[config.mk]
export PLATFORM = sky130hd
export DESIGN_NAME = systolic_ctrl
export DESIGN_NICKNAME = d
export VERILOG_FILES = /design/src/rtl/systolic_pkg.sv /design/src/rtl/skew_delay.sv /design/src/rtl/systolic_ctrl.sv
export SDC_FILE = /design/constraint.sdc
export NUM_CORES = 1
export LEC_CHECK = 0
export BUFFER_PORTS_ARGS = -buffer_cell sky130_fd_sc_hd__buf_2
export CAP_MARGIN = 20
export CORE_MARGIN = 2
export CORE_UTILIZATION = 56
export DETAILED_ROUTE_END_ITERATION = 6
export HOLD_SLACK_MARGIN = 0.05
export PLACE_DENSITY = 0.79
export REMOVE_ABC_BUFFERS = 1
export SETUP_SLACK_MARGIN = 0.3
export SLEW_MARGIN = 20
export SYNTH_ARGS = -nofsm -noshare
export SYNTH_HDL_FRONTEND = slang
export SYNTH_SLANG_ARGS = --single-unit
[constraint.sdc]
create_clock -name clk -period 2.4 [get_ports clk]
set_clock_uncertainty 0.15 [all_clocks]
set_input_delay 0.48 -clock clk [delete_from_list [all_inputs] [get_ports clk]]
set_output_delay 0.48 -clock clk [all_outputs]
set_load 0.01 [all_outputs]
[src/rtl/systolic_pkg.sv]
// Shared types and helpers for the systolic array sequencer.
// Holds the controller state encoding and address-width helper.
package systolic_pkg;

   typedef enum logic [2:0] {
      IDLE,
      CLEAR,
      LOAD_W,
      SWITCH,
      COMPUTE,
      DRAIN,
      DONE
   } ctrl_state_t;

   localparam int BUF_RD_LAT = 1;

   function automatic int addr_w(input int n);
      return (n > 1) ? $clog2(n) : 1;
   endfunction

endpackage

[src/rtl/skew_delay.sv]
// Bank of N single-bit shift lines; line i delays d by BASE+i cycles.
// Ports: clk, rst_n (async active-low), d (shared input), q[N] (taps).
module skew_delay #(
   parameter int N    = 4,
   parameter int BASE = 0
) (
   input  logic         clk,
   input  logic         rst_n,
   input  logic         d,
   output logic [N-1:0] q
);

   for (genvar i = 0; i < N; i++) begin : g_line
      localparam int D = BASE + i;
      if (D == 0) begin : g_wire
         assign q[i] = d;
      end else if (D == 1) begin : g_one
         logic r;
         always_ff @(posedge clk or negedge rst_n) begin
            if (!rst_n) r <= 1'b0;
            else        r <= d;
         end
         assign q[i] = r;
      end else begin : g_sr
         logic [D-1:0] sr;
         always_ff @(posedge clk or negedge rst_n) begin
            if (!rst_n) sr <= '0;
            else        sr <= {sr[D-2:0], d};
         end
         assign q[i] = sr[D-1];
      end
   end

endmodule

[src/rtl/systolic_ctrl.sv]
// Run sequencer for an NxN weight-stationary systolic array.
// Ports: clk, rst_n, start/reuse_w/num_vecs in; busy, done, pe_enabled,
// weight/input buffer reads, accept_w, row_switch, row_valid, col_out_valid.
module systolic_ctrl
   import systolic_pkg::*;
#(
   parameter int N     = 4,
   parameter int VEC_W = 16
) (
   input  logic                 clk,
   input  logic                 rst_n,
   input  logic                 start,
   input  logic                 reuse_w,
   input  logic [VEC_W-1:0]     num_vecs,
   output logic                 busy,
   output logic                 done,
   output logic                 pe_enabled,
   output logic                 w_rd_en,
   output logic [$clog2(N)-1:0] w_rd_addr,
   output logic [N-1:0]         accept_w,
   output logic                 in_rd_en,
   output logic [VEC_W-1:0]     in_rd_addr,
   output logic [N-1:0]         row_switch,
   output logic [N-1:0]         row_valid,
   output logic [N-1:0]         col_out_valid
);

   localparam int AW = addr_w(N);
   localparam logic [VEC_W-1:0] ONE    = VEC_W'(1);
   localparam logic [VEC_W-1:0] LAST_L = VEC_W'(N);
   localparam logic [VEC_W-1:0] LAST_R = VEC_W'(N - 1);
   localparam logic [VEC_W-1:0] LAST_D = VEC_W'(2 * N - 1);

   ctrl_state_t      state;
   logic [VEC_W-1:0] cnt;
   logic [VEC_W-1:0] m_last;
   logic             switch_base;
   logic             valid_base;

   always_ff @(posedge clk or negedge rst_n) begin
      if (!rst_n) begin
         state       <= IDLE;
         cnt         <= '0;
         m_last      <= '0;
         busy        <= 1'b0;
         done        <= 1'b0;
         pe_enabled  <= 1'b1;
         w_rd_en     <= 1'b0;
         w_rd_addr   <= '0;
         accept_w    <= '0;
         in_rd_en    <= 1'b0;
         in_rd_addr  <= '0;
         switch_base <= 1'b0;
         valid_base  <= 1'b0;
      end else begin
         done        <= 1'b0;
         pe_enabled  <= 1'b1;
         w_rd_en     <= 1'b0;
         accept_w    <= '0;
         in_rd_en    <= 1'b0;
         switch_base <= 1'b0;
         // input buffer data lands one cycle after the read strobe
         valid_base  <= in_rd_en;
         unique case (state)
            IDLE: begin
               if (start && num_vecs != '0) begin
                  m_last <= num_vecs - ONE;
                  busy   <= 1'b1;
                  cnt    <= '0;
                  if (reuse_w) begin
                     state      <= COMPUTE;
                     in_rd_en   <= 1'b1;
                     in_rd_addr <= '0;
                  end else begin
                     state      <= CLEAR;
                     pe_enabled <= 1'b0;
                  end
               end
            end
            CLEAR: begin
               state     <= LOAD_W;
               cnt       <= '0;
               w_rd_en   <= 1'b1;
               w_rd_addr <= '0;
            end
            LOAD_W: begin
               if (cnt == LAST_L) begin
                  state       <= SWITCH;
                  switch_base <= 1'b1;
               end else begin
                  cnt       <= cnt + ONE;
                  // accept trails the read strobe by the buffer latency
                  accept_w  <= {N{w_rd_en}};
                  w_rd_en   <= (cnt < LAST_R);
                  w_rd_addr <= AW'(cnt + ONE);
               end
            end
            SWITCH: begin
               state      <= COMPUTE;
               cnt        <= '0;
               in_rd_en   <= 1'b1;
               in_rd_addr <= '0;
            end
            COMPUTE: begin
               if (cnt == m_last) begin
                  state <= DRAIN;
                  cnt   <= '0;
               end else begin
                  cnt        <= cnt + ONE;
                  in_rd_en   <= 1'b1;
                  in_rd_addr <= cnt + ONE;
               end
            end
            DRAIN: begin
               if (cnt == LAST_D) begin
                  state <= DONE;
                  done  <= 1'b1;
               end else begin
                  cnt <= cnt + ONE;
               end
            end
            DONE: begin
               state <= IDLE;
               busy  <= 1'b0;
            end
            default: state <= IDLE;
         endcase
      end
   end

   skew_delay #(.N(N), .BASE(0)) u_sw_skew (
      .clk   (clk),
      .rst_n (rst_n),
      .d     (switch_base),
      .q     (row_switch)
   );

   skew_delay #(.N(N), .BASE(0)) u_vld_skew (
      .clk   (clk),
      .rst_n (rst_n),
      .d     (valid_base),
      .q     (row_valid)
   );

   // bottom row of column c sees its data N+c cycles after valid_base
   skew_delay #(.N(N), .BASE(N)) u_out_skew (
      .clk   (clk),
      .rst_n (rst_n),
      .d     (valid_base),
      .q     (col_out_valid)
   );

endmodule

# == After elaboration in Yosys (flattened, before gate mapping) ==
# Index checks and enable logic that the tools add are counted.
# totals
reg_bits,98
input_bits,20
out_inout_bits,39
elab_cells,90
# classes
add_sub_neg,2
n_lt_le_gt_ge,1
n_eq_ne,17
n_mux,33
n_reduce_logical,14
# op_table
operator,count
$mux W16,7
$pmux W16 S5,1
$pmux W16 S3,1
$eq A16 B3 Y1 const B,2
$pmux W3 S6,1
$add A16 B1 Y16 const B,1
$eq A16 B16 Y1,1
$lt A16 B2 Y1 const B,1
$ne A2 B2 Y1 const B,8
$reduce_bool A16 Y1,1
$sub A16 B1 Y16 const B,1
$mux W3,5
$reduce_and A4 Y1,3
$mux W1,11
$eq A3 B3 Y1 const B,3
$mux W4,2
$eq A3 B2 Y1 const B,2
$reduce_and A2 Y1,3
$reduce_bool A5 Y1,1
$pmux W1 S2,2
$pmux W2 S2,1
$reduce_bool A2 Y1,2
$eq A3 B1 Y1 const B,1
$logic_not A3 Y1,1
5 further kinds,5

# == Logic depth before layout (Yosys ltp) ==
# logic_depth
depth_word,4
mapped_depth,10
mapped_depth_nobuf,8

# == By module ==
# From an unflattened synthesis, not the netlist that was laid out.
# unflattened
cells_unflattened,354
area_unflattened_um2,3673.5
# modules_own_cells
module,n_inst,cells_each,area_each_um2,seq_area_each_um2
systolic_ctrl,1,336,3310.7,1527.7
skew_delay (u_out_skew),1,8,182.7,175.2
skew_delay (u_sw_skew ...),2,5,90.1,75.1

# == Worst setup path before layout ==
# No wires, ideal clock.
# synth_path
kind,reg2reg
start,register cnt[4]
end,register cnt[0]
setup_time_ns,0.125
arrival_ns,1.882
t_required_ns,2.125
path_slack_ns,0.242
path_stages_with_launch,8
path_buffers,1
period_less_slack_ns,2.158
path_cell_list,dfrtp_1 -> buf_6 -> or4_1 -> nor4_2 -> and2_4 -> a21o_4 -> nor2_4 -> mux2_4
# synth_via
elab_chain_len,3
elab_cells_between_ends,8
cone_classes,eq/ne (5); mux (2); reduce/logical (1)
# synth_rtl
element,line_no,source
start: declaration,systolic_ctrl.sv:35,logic [VEC_W-1:0] cnt;
start signal: assignment,systolic_ctrl.sv:91,cnt <= cnt + ONE;
start signal: assignment,systolic_ctrl.sv:109,cnt <= cnt + ONE;
start signal: assignment,systolic_ctrl.sv:119,cnt <= cnt + ONE;
$eq A16 B16 Y1 (tied with other cells),systolic_ctrl.sv:105,if (cnt == m_last) begin
$mux W16 / $ne A2 B2 Y1 (equally long branches),--,
$pmux W16 S5 / $reduce_and A4 Y1 (equally long branches),--,
# Parallel ways exist; a longest one is shown, timed or not.
# A chain may end at the register's enable or synchronous reset.

# == Worst setup path after layout ==
# layout_path
start,register cnt[15]
end,register cnt[0]
# Same word-level chain as after synthesis.

==> run metrics <==
max_cap viols=0; reg2reg setup slack=110 ps; reg2reg start=cnt[15]; H-tree depth=3; synthesized area=3596 µm²; Crit. End Element=register; cell chain of the critical path=or4_4, nor4_4, and2_4, a21o_4, nor2_4, mux2_4; area delta synth->final=29.75%; Clock Power Share=0.402; Psw=800.6 µW; Fillers=429; DRC viols=0; post-layout minimum cycle time=2294 ps; share of layout cells above drive strength 1=0.3562; switch share=0.2663; Top delay family on crit path=simple AND/OR/NAND/NOR gates; fin util=0.7433; Max clock buf depth=2; post-route cell area=4666 µm²; Max Slew Vio Count=0; post-place setup slack=-72.22 ps; Reg clk slew, reported paths=80 ps; first-pass iteration count of the detailed router=5; Lkg Pwr=2.190 nW; Mean Syn Cell Area=10.30 µm²; power per cell area=644.4 nW/µm²; startpoint types=register; fin nets=457; CTS Sinks=71; Peak VDD IR=0.5963 mV; crit path launch=cnt[15]; WP buf/inv=0; worst endpoint required time=2490 ps; setup total negative slack=0 ps; Hold Crit Class=reg2reg; Die H=84.14 µm; first-pass GRT wire length=13670 µm; slowest CP cell=or4_4; Setup-failing EPs final=0; HPWL after DPL=5462 µm; final wirelength=8707 µm; critical path class=reg2reg; cell count after synthesis=349; Yosys warning count=0; clk_lat worst skew=350 ps; Flop pwr share=0.436; critical path peak fanout=7; Final WS setup=106.3 ps; Gate power share=0.163; I/O Pins=59; total power=3.007 mW; number of synthesized register bits=71; largest net degree at the start of global routing=53; Worst EP arrival=2380 ps; hold_ws=227.5 ps; row cnt=29; die area=7079 µm²; initial antenna violation count=0; Post-synth ARST share=1.000; DIE WIDTH=84.14 µm; Ant. Diodes=0; dpl cells=483; period utilisation layout=0.9557; DP Area=4044 µm²; gr ovfl total=0; GRT Util Overall=0.2409; drt via density=5.718; count of input and output buffers=58; fmax=436.0 MHz; fin cells=515; vias in the first global route=2870; starting DRC count in detailed routing=270; CTS Buf Count=9; Starting Density=0.5729; Hold Vio Cnt, Final=0; Slew @ Worst Pin=463.5 ps; number of synthesized flops with an enable pin=0; WL per Instance=16.91 µm; worst rel slew slack=0.6910; vias=2945; Final Wtd Congestion=0.8456; TritonCTS clock tree=done; Max stage delay on crit path=560 ps; unrepaired setup endpoints after global routing=true; status=finished, final reports clean; core area=6277 µm²; HP Start=valid_base; Synth Flop Type=dfrtp_1; remaining antenna violation count after routing=0; P_int=2.206 mW; post-synthesis cell type count=47; post-synthesis sequential area ratio=0.4944; root buffer cell=clkbuf_8
[layout by cell type, fill, tap and decap left out, types with 3 or more instances in the layout]
master | netlist | layout
buf_12 | 0 | 5
inv_1 | 9 | 8
dfrtp_1 | 70 | 68
a22o_1 | 4 | 4
nor2_1 | 16 | 14
a21oi_1 | 4 | 4
clkbuf_8 | 0 | 10
buf_4 | 11 | 27
bufinv_16 | 0 | 3
nand2_1 | 34 | 33
buf_6 | 3 | 4
o2bb2ai_2 | 0 | 14
o21ai_0 | 30 | 28
a22o_2 | 4 | 4
o2bb2ai_1 | 18 | 3
nand4_1 | 4 | 4
nand3_1 | 9 | 9
xnor2_1 | 19 | 19
and3_1 | 9 | 9
buf_2 | 3 | 58
nor3_1 | 10 | 10
and2_1 | 4 | 4
xor2_1 | 25 | 25
o21ai_2 | 1 | 3
nor4_1 | 7 | 6
ha_1 | 4 | 4
nor2b_1 | 6 | 6
nor3b_1 | 5 | 5
a21o_1 | 5 | 5
[Yosys cell counts (all sizes together) (2+ instances only)]
cell | n | area, µm²
dfrtp | 70 | 1752
nand2 | 34 | 127.6
o21ai | 33 | 168.9
xor2 | 25 | 219.0
xnor2 | 19 | 166.4
o2bb2ai | 18 | 157.7
buf | 17 | 131.4
nor2 | 17 | 71.32
and3 | 10 | 63.81
nor3 | 10 | 50.05
inv | 9 | 33.78
nand3 | 9 | 45.04
nor4 | 9 | 68.81
a22o | 8 | 75.07
clkbuf | 8 | 30.03
a21o | 7 | 67.57
nor2b | 6 | 37.54
a21oi | 5 | 28.78
and2 | 5 | 33.78
nor3b | 5 | 37.54
ha | 4 | 50.05
nand4 | 4 | 25.02
or4 | 3 | 22.52
o22ai | 2 | 12.51
[power by group through the flow]
| stage | Sequential, mW | Clock, mW | Combinational (mW) |
|---|---|---|---|
| after floorplan | 1.34 | 0 | 0.222 |
| after global placement | 1.33 | 0 | 0.417 |
| after detailed placement | 1.33 | 0 | 0.427 |
| after CTS | 1.31 | 1.22 | 0.470 |
| after global routing | 1.31 | 1.27 | 0.541 |
| final | 1.31 | 1.21 | 0.490 |
[final timing paths]
kind,end,cells past startpoint
min,u_out_skew.g_line[2].g_sr.sr[0],0
max reg2reg,cnt[0],6
max in group asynchronous,cnt[8],3
min reg2reg,u_out_skew.g_line[2].g_sr.sr[0],0
min in group asynchronous,u_out_skew.g_line[2].g_sr.sr[4],2
max,cnt[0],6
[routing by layer]
layer,track usage,vias up,part of all wire,wire length [µm]
met5,0,-,0,0
met4,0.08211,0,0.016,142
met1,0.3292,1439,0.45,3886
li1,-,1390,-,-
met2,0.3882,99,0.49,4286
met3,0.04720,17,0.045,392
[logic make-up after synthesis]
group           after synthesis  synth area share
fa+ha+maj                     4           0.01392
buf+inv                      35           0.05532
mux                           2          0.006958
compound gates               78            0.1545
flops                        71            0.4944
xor+xnor                     44            0.1072
simple gates                115            0.1677
[area by class of cell]
class,instances,area [µm²],share of cell area
flip-flops and latches,71,1780,0.3816
clock buffers,10,137.6,0.02950
multi-input cells,244,1797,0.3851
well taps,77,96.34,0.02065
clock inverters,6,116.4,0.02494
inverters,10,37.54,0.008045
repair buffers,97,700.7,0.1502
[sequential cells by signal, summed over array words and instances, names as in the netlist, 2 cells and up]
register	flops
cnt	16
in_rd_addr	16
w_rd_addr	2
u_sw_skew.g_line.g_sr.sr	3
state	3
m_last	16
u_out_skew.g_line.g_sr.sr	7
[timing repair]
action | 4_1_cts | 5_1_grt
resized for setup | 12 | 27
setup buffers | 8 | 4
endpoints found under the hold margin | 18 | 0
hold buffers | 1 | 0
pin swaps | 5 | 4
setup endpoints to repair | 39 | 38
gates cloned | 1 | 2
No activity file was read; power rests on OpenSTA's default activity.
